File: config.mk
export PLATFORM = sky130hd
export DESIGN_NAME = opll_sample_stream
export DESIGN_NICKNAME = d
export VERILOG_FILES = /design/src/rtl/opll_sample_stream.sv
export SDC_FILE = /design/constraint.sdc
export NUM_CORES = 1
export LEC_CHECK = 0
export CORE_AREA = 2 2 107 109
export CTS_BUF_LIST = sky130_fd_sc_hd__clkbuf_8
export DETAILED_ROUTE_END_ITERATION = 10
export DIE_AREA = 0 0 109 111
export PLACE_DENSITY = 0.77
export SYNTH_ARGS = -nofsm -noshare
export SYNTH_HDL_FRONTEND = slang
export SYNTH_SLANG_ARGS = --single-unit
File: constraint.sdc
create_clock -name clk -period 5.6 [get_ports clk]
set_clock_uncertainty 0.15 [all_clocks]
set_input_delay 0.84 -clock clk [delete_from_list [all_inputs] [get_ports clk]]
set_output_delay 0.84 -clock clk [all_outputs]
set_load 0.05 [all_outputs]
File: src/rtl/opll_sample_stream.sv
// Frame FIFO plus channel serialiser. It converts signed OPLL samples to offset-binary words on a valid/ready stream.
// Define OPLL_STREAM_OVERWRITE_EN to build the lossy mode, where a push into a full buffer overwrites the newest frame.
module opll_sample_stream #(
  parameter int IN_W     = 16,
  parameter int CHANNELS = 2,
  parameter int DEPTH    = 4
) (
  input  logic                                            clk,
  input  logic                                            rst,
  input  logic                                            in_valid,
  output logic                                            in_ready,
  input  logic [CHANNELS*IN_W-1:0]                        in_data,
  output logic                                            out_valid,
  input  logic                                            out_ready,
  output logic [IN_W-1:0]                                 out_data,
  output logic [((CHANNELS > 1) ? $clog2(CHANNELS) : 1)-1:0] out_ch,
  output logic                                            out_first,
  output logic [$clog2(DEPTH):0]                          level,
  output logic                                            overflow,
  input  logic                                            clr_ovf
);

  localparam int CH_W  = (CHANNELS > 1) ? $clog2(CHANNELS) : 1;
  localparam int PTR_W = $clog2(DEPTH);
  localparam int LVL_W = PTR_W + 1;
  localparam int FR_W  = CHANNELS * IN_W;

  logic [FR_W-1:0]  mem_q [DEPTH];
  logic [PTR_W-1:0] head_q, head_d, tail_q, tail_d, wr_ptr;
  logic [LVL_W-1:0] level_q, level_d;
  logic [CH_W-1:0]  ch_q, ch_d;
  logic             ovf_q, ovf_d;
  logic             full, xfer, last_ch, pop, push, wr_en, ovf_set;
  logic [FR_W-1:0]  head_frame;

  always_comb begin
    full      = (level_q == LVL_W'(DEPTH));
    out_valid = (level_q != '0);
    last_ch   = (ch_q == CH_W'(CHANNELS - 1));
    xfer      = out_valid & out_ready;
    pop       = xfer & last_ch;
`ifdef OPLL_STREAM_OVERWRITE_EN
    // A pop in the same cycle frees a slot, so the push proceeds normally.
    // Otherwise, the newest frame at tail-1 is replaced. It is never the head frame.
    in_ready  = 1'b1;
    push      = in_valid & (~full | pop);
    wr_en     = in_valid;
    ovf_set   = in_valid & full & ~pop;
    wr_ptr    = push ? tail_q : tail_q - 1'b1;
`else
    in_ready  = ~full;
    push      = in_valid & ~full;
    wr_en     = push;
    ovf_set   = in_valid & full;
    wr_ptr    = tail_q;
`endif
    tail_d    = push ? tail_q + 1'b1 : tail_q;
    head_d    = pop ? head_q + 1'b1 : head_q;
    level_d   = level_q + LVL_W'(push) - LVL_W'(pop);
    ch_d      = xfer ? (last_ch ? '0 : ch_q + 1'b1) : ch_q;
    ovf_d     = ovf_set ? 1'b1 : (clr_ovf ? 1'b0 : ovf_q);

    head_frame = mem_q[head_q];
    // Flipping the MSB converts two's complement to offset binary.
    out_data  = out_valid ? (head_frame[int'(ch_q)*IN_W +: IN_W] ^ {1'b1, {(IN_W-1){1'b0}}})
                          : '0;
    out_ch    = ch_q;
    out_first = (ch_q == '0);
    level     = level_q;
    overflow  = ovf_q;
  end

  always_ff @(posedge clk or posedge rst) begin
    if (rst) begin
      head_q  <= '0;
      tail_q  <= '0;
      level_q <= '0;
      ch_q    <= '0;
      ovf_q   <= 1'b0;
      for (int i = 0; i < DEPTH; i++) mem_q[i] <= '0;
    end else begin
      head_q  <= head_d;
      tail_q  <= tail_d;
      level_q <= level_d;
      ch_q    <= ch_d;
      ovf_q   <= ovf_d;
      if (wr_en) mem_q[wr_ptr] <= in_data;
    end
  end

endmodule
==> results.toml <==
[status]
status = "completed"

[logic_synthesis]
synth_top_area_frac = 0.546
syn_nets = 421
synth-warning-count = 0
netlist_area_um2 = 6280
synth_area_leader_cell = "dfrtp_1"
synth.avg_cell_area_um2 = 16.6
synth_area_leaders = "dfrtp_1, mux2_2, mux4_2, buf_6, mux2_1"
yosysSeqAreaShare = 0.546
ys_types = 24
netlist_instances = 377
ys_ff_latch = 137

[route]
viasPerCell = 5.86
drc = 0
route.vias.total = 3456
drt_wl_total_um = 12100
drt_first_pass_iters = 4
drtIter0Drc = 200
wl_per_cell_um = 20.5
ant_nets = 0

[floorplanning]
dieArea_um2 = 12100
start_util = 0.567
core_area_um2 = 11100
ios = 61
die_w_um = 109
dieHeight_um = 111
fp-row-count = 39

[power_and_ir_drop]
p_per_area_nw_per_um2 = 738
vdd_drop_max_mv = 0.485
leakagePower_nw = 3.12

[clock_tree]
cts_root_buf = "clkbuf_8"
cts_setup_buffers = 0
clock_latency_ns = 0.45
cts.sinks = 137
clockBufferDepth = 2
ctsResizeCount = 0
htreeDepth = 4
numCtsBuffers = 17
hold_buffers = 0
path_clk_slew_ns = 0.07
cts_tree = "yes"

[layout]
insertedDiodeCount = 0
postLayoutCoreUtil = 0.666
synthToLayoutAreaGrowth_pct = 17.6
layout_commonest_cell = "dfrtp_1"
ff_latch_area_um2 = 3430
nFillCells = 783
drive_above_1_share = 0.454
multi_input_area_um2 = 2570
mostFrequentLayoutCells = "dfrtp_1, mux2_2, clkdlybuf4s50_1"
nets = 478

[critical_path]
reg2reg_to = "level[2]$_DFF_PP0_"
arrival_ns = 3.24
crit_path_end_kind = "output port"
r2r_slack_ns = 2.98
crit_path_start = "head_q[0]$_DFFE_PP0P_"
r2r_start = "level[2]$_DFF_PP0_"
rr_worst_depth = 8
criticalPathCategory = "register to output port"
setup.worst_path.end = "out_data[13]"
cp_data_required_time_ns = 4.61
start_kind = "register"
path_max_fanout = 24

[timing]
hold_viol = 0
rsz0062_at_grt = "no"
maxSlewHeadroom = 0.312
slew_violations = 0
setup_viol = 0
fin_crit_sh = 0.756
fmaxAchievable_mhz = 236
period_needed_ns = 4.23
worstMarginPinSlew_ns = 1.03
tns_ns = 0

[grt]
grt_start_max_net_pins = 65
grt_pass1_wl_um = 19800
overflow = 0
grt-busiest-layer = "met2"
grtUsageTotal = 0.222
use_met2 = 0.353
grt_pass1_vias = 3768
gr-usage-met1 = 0.293
antenna_found_initial = 0
met3_usage = 0.0617

[place]
place.gp.congestion = 0.732
dpl.hpwl_um = 7530
io_buffers = 60

[worst_hold_path]
hold_path.class = "register to register"

[job]
maxCapViolCount = 0
-- synthesized netlist by cell type --
cell	count
mux2_2	121
buf_4	2
inv_1	9
nand3_2	4
or3_1	1
a22o_2	5
buf_6	16
xnor2_1	4
and2_4	2
ha_1	6
o22ai_1	2
fa_1	1
mux4_2	32
clkbuf_1	3
nand2_1	4
mux2_1	8
buf_2	4
a22o_1	10
nand4_1	1
and3_2	1
xor2_1	2
or3b_1	1
buf_8	1
dfrtp_1	137
-- metal layers --
| metal | part of all wire | wire length, um | up-vias |
|---|---|---|---|
| li1 | - | - | 1515 |
| met1 | 0.43 | 5260 | 1855 |
| met2 | 0.51 | 6190 | 68 |
| met3 | 0.039 | 473 | 18 |
| met4 | 0.017 | 201 | 0 |
| met5 | 0 | 0 | - |
-- critical path: stages (launching register included) --
cell and delay [ns]:
dfrtp_2 0.91, buf_4 0.39, mux4_2 0.53, a22o_1 0.26, clkdlybuf4s50_1 0.70
-- report_power, final --
part	switching [mW]	internal, mW
clock network	0.370	0.686
registers	0.329	1.50
logic	1.26	1.30
total	1.96	3.49
-- kinds of logic (layout without fill, tap and decap cells) --
group | count (synthesis) | in the layout | share of synthesized area
adder cells (fa/ha/maj) | 7 | 7 | 0.0152
AO/OA/AOI/OAI | 17 | 17 | 0.0239
buffers and inverters | 35 | 105 | 0.0439
multiplexers | 161 | 161 | 0.346
XOR/XNOR | 6 | 6 | 0.00837
AND/OR/NAND/NOR | 14 | 14 | 0.0162
flip-flops | 137 | 137 | 0.546
-- stage by stage --
step           instance area (um^2)  std cells  hold WS [ns]  worst slack, ns  power [mW]
5_1_grt                        7380        590         0.361             1.19        5.71
4_1_cts                        7380        590         0.351             1.28        5.50
6_report                       7380        590         0.345             1.37        5.45
2_1_floorplan                  6280        377         0.309            0.942        3.81
3_3_place_gp                   6850        558         0.319             1.79        4.33
3_5_place_dp                   6850        558         0.334             1.78        4.42
-- sequential cells by signal, indices dropped and copies added (netlist names) --
signal    flops
out_ch        1
level         3
mem_q       128
head_q        2
overflow      1
tail_q        2
-- worst min-delay path by stage --
stage | startpoint | endpoint | cells after the start
floorplan | mem_q[0]$_DFFE_PP0P_ | mem_q[0]$_DFFE_PP0P_ | 1
global placement | mem_q[4]$_DFFE_PP0P_ | mem_q[4]$_DFFE_PP0P_ | 1
detailed placement | mem_q[1]$_DFFE_PP0P_ | mem_q[1]$_DFFE_PP0P_ | 1
CTS | mem_q[1]$_DFFE_PP0P_ | mem_q[1]$_DFFE_PP0P_ | 1
global route | mem_q[61]$_DFFE_PP0P_ | mem_q[61]$_DFFE_PP0P_ | 1
finish | mem_q[3]$_DFFE_PP0P_ | mem_q[3]$_DFFE_PP0P_ | 1
-- layout make-up --
type	instances	share of cell area
clock buffer	19	0.0354
multi-input combinational	205	0.349
timing repair buffer	64	0.0855
tap	143	0.0242
clock inverter	13	0.0366
sequential	137	0.465
inverter	9	0.00492
(Power assumes the default switching activity.)
==> patch, RTL diff (config.mk and constraints unchanged) <==
The option `OPLL_STREAM_OVERWRITE_EN` is turned on by a define.
--- a/src/rtl/opll_sample_stream.sv
+++ b/src/rtl/opll_sample_stream.sv
@@ -2,2 +2,4 @@
 // Define OPLL_STREAM_OVERWRITE_EN to build the lossy mode, where a push into a full buffer overwrites the newest frame.
+`define OPLL_STREAM_OVERWRITE_EN
+
 module opll_sample_stream #(
Function: changed (a bounded check fails within 10 cycles, from zero or initial values and one cycle with rst high).
==> patch against the original RTL <==
Final area up 0.54%; global-route usage up 2.0 points; die area unchanged; routed wire length up 9.1%; via count up 10%; count of clock-buffer cells in the layout up 1; sequential cell count unchanged; worst setup slack better by 0.035 ns; total power down 2.7%; synthesized area up 2.6%; critical endpoint is now out_data[9]; largest cell class unchanged; largest power group unchanged; highest routed layer unchanged.
==> patch: results (changes against the original RTL) <==
- DR WL/cell: 20.7 um (+0.73%)
- Fin cells: 639 (+8.3%)
- Worst Tran Pin Value: 1.13 ns (+0.102 ns)
- Routability Congestion: 0.790 (+8.0%)
- Synth cell types: 34 (+42%)
- Setup slack, reg-to-reg: 2.55 ns (-0.43 ns)
- Share of cells above drive strength 1: 0.339 (-0.115)
- Crit path from: head_q[1]
- Worst-Skew Late Latency: 0.43 ns (-0.02 ns)
- VDD IR max: 0.575 mV (+19%)
- Synthesized instance count: 426 (+13%)
- Crit path to: out_data[9]
- Commonest cells post-synth: dfrtp_1, mux2_2, nand2_1
- Register area share after synthesis: 0.532 (-0.0139)
- Placed insts: 609 (+9.1%)
- Initial antenna violation count: 1 (+1)
- R2r worst-path depth: 4 (-4)
- Top cells by area, synth: dfrtp_1, mux2_2, mux4_2, mux2_4, mux2_1
- Worst Path Max Fanout: 17 (-29%)
- Largest net degree at the start of global routing: 60 (-7.7%)
- Share of the synthesized area in the top cell type: 0.532 (-0.0139)
- P_leak: 3.20 nW (+2.4%)
- Arrival @ worst endpoint: 3.21 ns (-0.03 ns)
- Setup Slack @ Placement: 1.81 ns (+0.0249 ns)
- Via count: 3810 (+10%)
- Half-perimeter wire length after placement: 8500 um (+13%)
- Outcome: finished clean
- Initial DRC Count: 178 (-11%)
- Syn nets: 466 (+11%)
- Worst Hold Launch: mem_q[30]
- Highest clock rate: 0.238 GHz (+0.84%)
- Number of global-route vias before repair: 3953 (+4.9%)
- # port buffers: 59 (-1.7%)
- GRT Overall Usage: 0.243 (+0.0203)
- Reg2reg start: out_ch
- CP max stage cell: dfrtp_1
- Nets: 525 (+9.8%)
- CTS Root Cell: clkbuf_8
patch: changes by cell type after synthesis, sizes merged, moves of 3 or more:
cell / before / now
clkbuf: 3 / 11
a211o: 0 / 3
nor2: 0 / 6
mux2: 129 / 126
a22o: 15 / 0
buf: 23 / 16
a21oi: 0 / 18
ha: 6 / 2
nand2: 4 / 39
nand3: 4 / 1
patch: final cells by class:
class / instances / area (sq um)
fillers: 785 / 3660
flip-flops and latches: 137 / 3430
multi-input cells: 252 / 2800
repair buffers: 67 / 651
clock buffers: 20 / 275
well taps: 143 / 179
inverters: 10 / 40.0
clock inverters: 9 / 38.8
diodes: 1 / 2.50
patch: cell families (layout without fill, tap and decap cells):
logic type      count (synthesis)  after routing  synth area share
xor+xnor                        7              7           0.00952
other cells                     1              2          0.000582
buf+inv                        37            106            0.0332
flops                         137            137             0.532
mux                           158            158             0.350
compound gates                 32             32            0.0359
simple gates                   51             51            0.0317
fa+ha+maj                       3              3           0.00699
patch: how the worst min path moves through the flow:
stage,to,slack (ns),cells past startpoint
6_report,mem_q[30],0.34,1
3_3_place_gp,mem_q[18],0.31,1
5_1_grt,mem_q[19],0.35,1
2_1_floorplan,mem_q[0],0.30,1
4_1_cts,mem_q[2],0.34,1
3_5_place_dp,mem_q[2],0.32,1
patch: power by group:
group          leakage (nW)  internal, mW  switching (mW)
logic                  1.39          1.37            1.36
registers              1.62          1.50           0.401
clock network         0.186         0.322           0.346
patch: metrics by stage:
step                hold slack, ns  instance area (sq um)
floorplan                    0.303                   6440
global placement             0.312                   7100
detailed placement           0.323                   7100
CTS                          0.339                   7420
global route                 0.352                   7420
finish                       0.337                   7420
patch: per-layer routing:
layer	up-vias	share of wire	GRT usage
met4	0	0.012	0.0786
met3	17	0.044	0.0617
met5	-	0	0
li1	1673	-	-
met2	89	0.49	0.372
met1	2031	0.45	0.342
patch: worst register-to-register path, stage by stage, from the launching register on:
cell and delay, ns:
dfrtp_1 0.68, a211o_1 0.48, o21ai_4 0.26, a211o_2 0.94
mux2_2 0.43
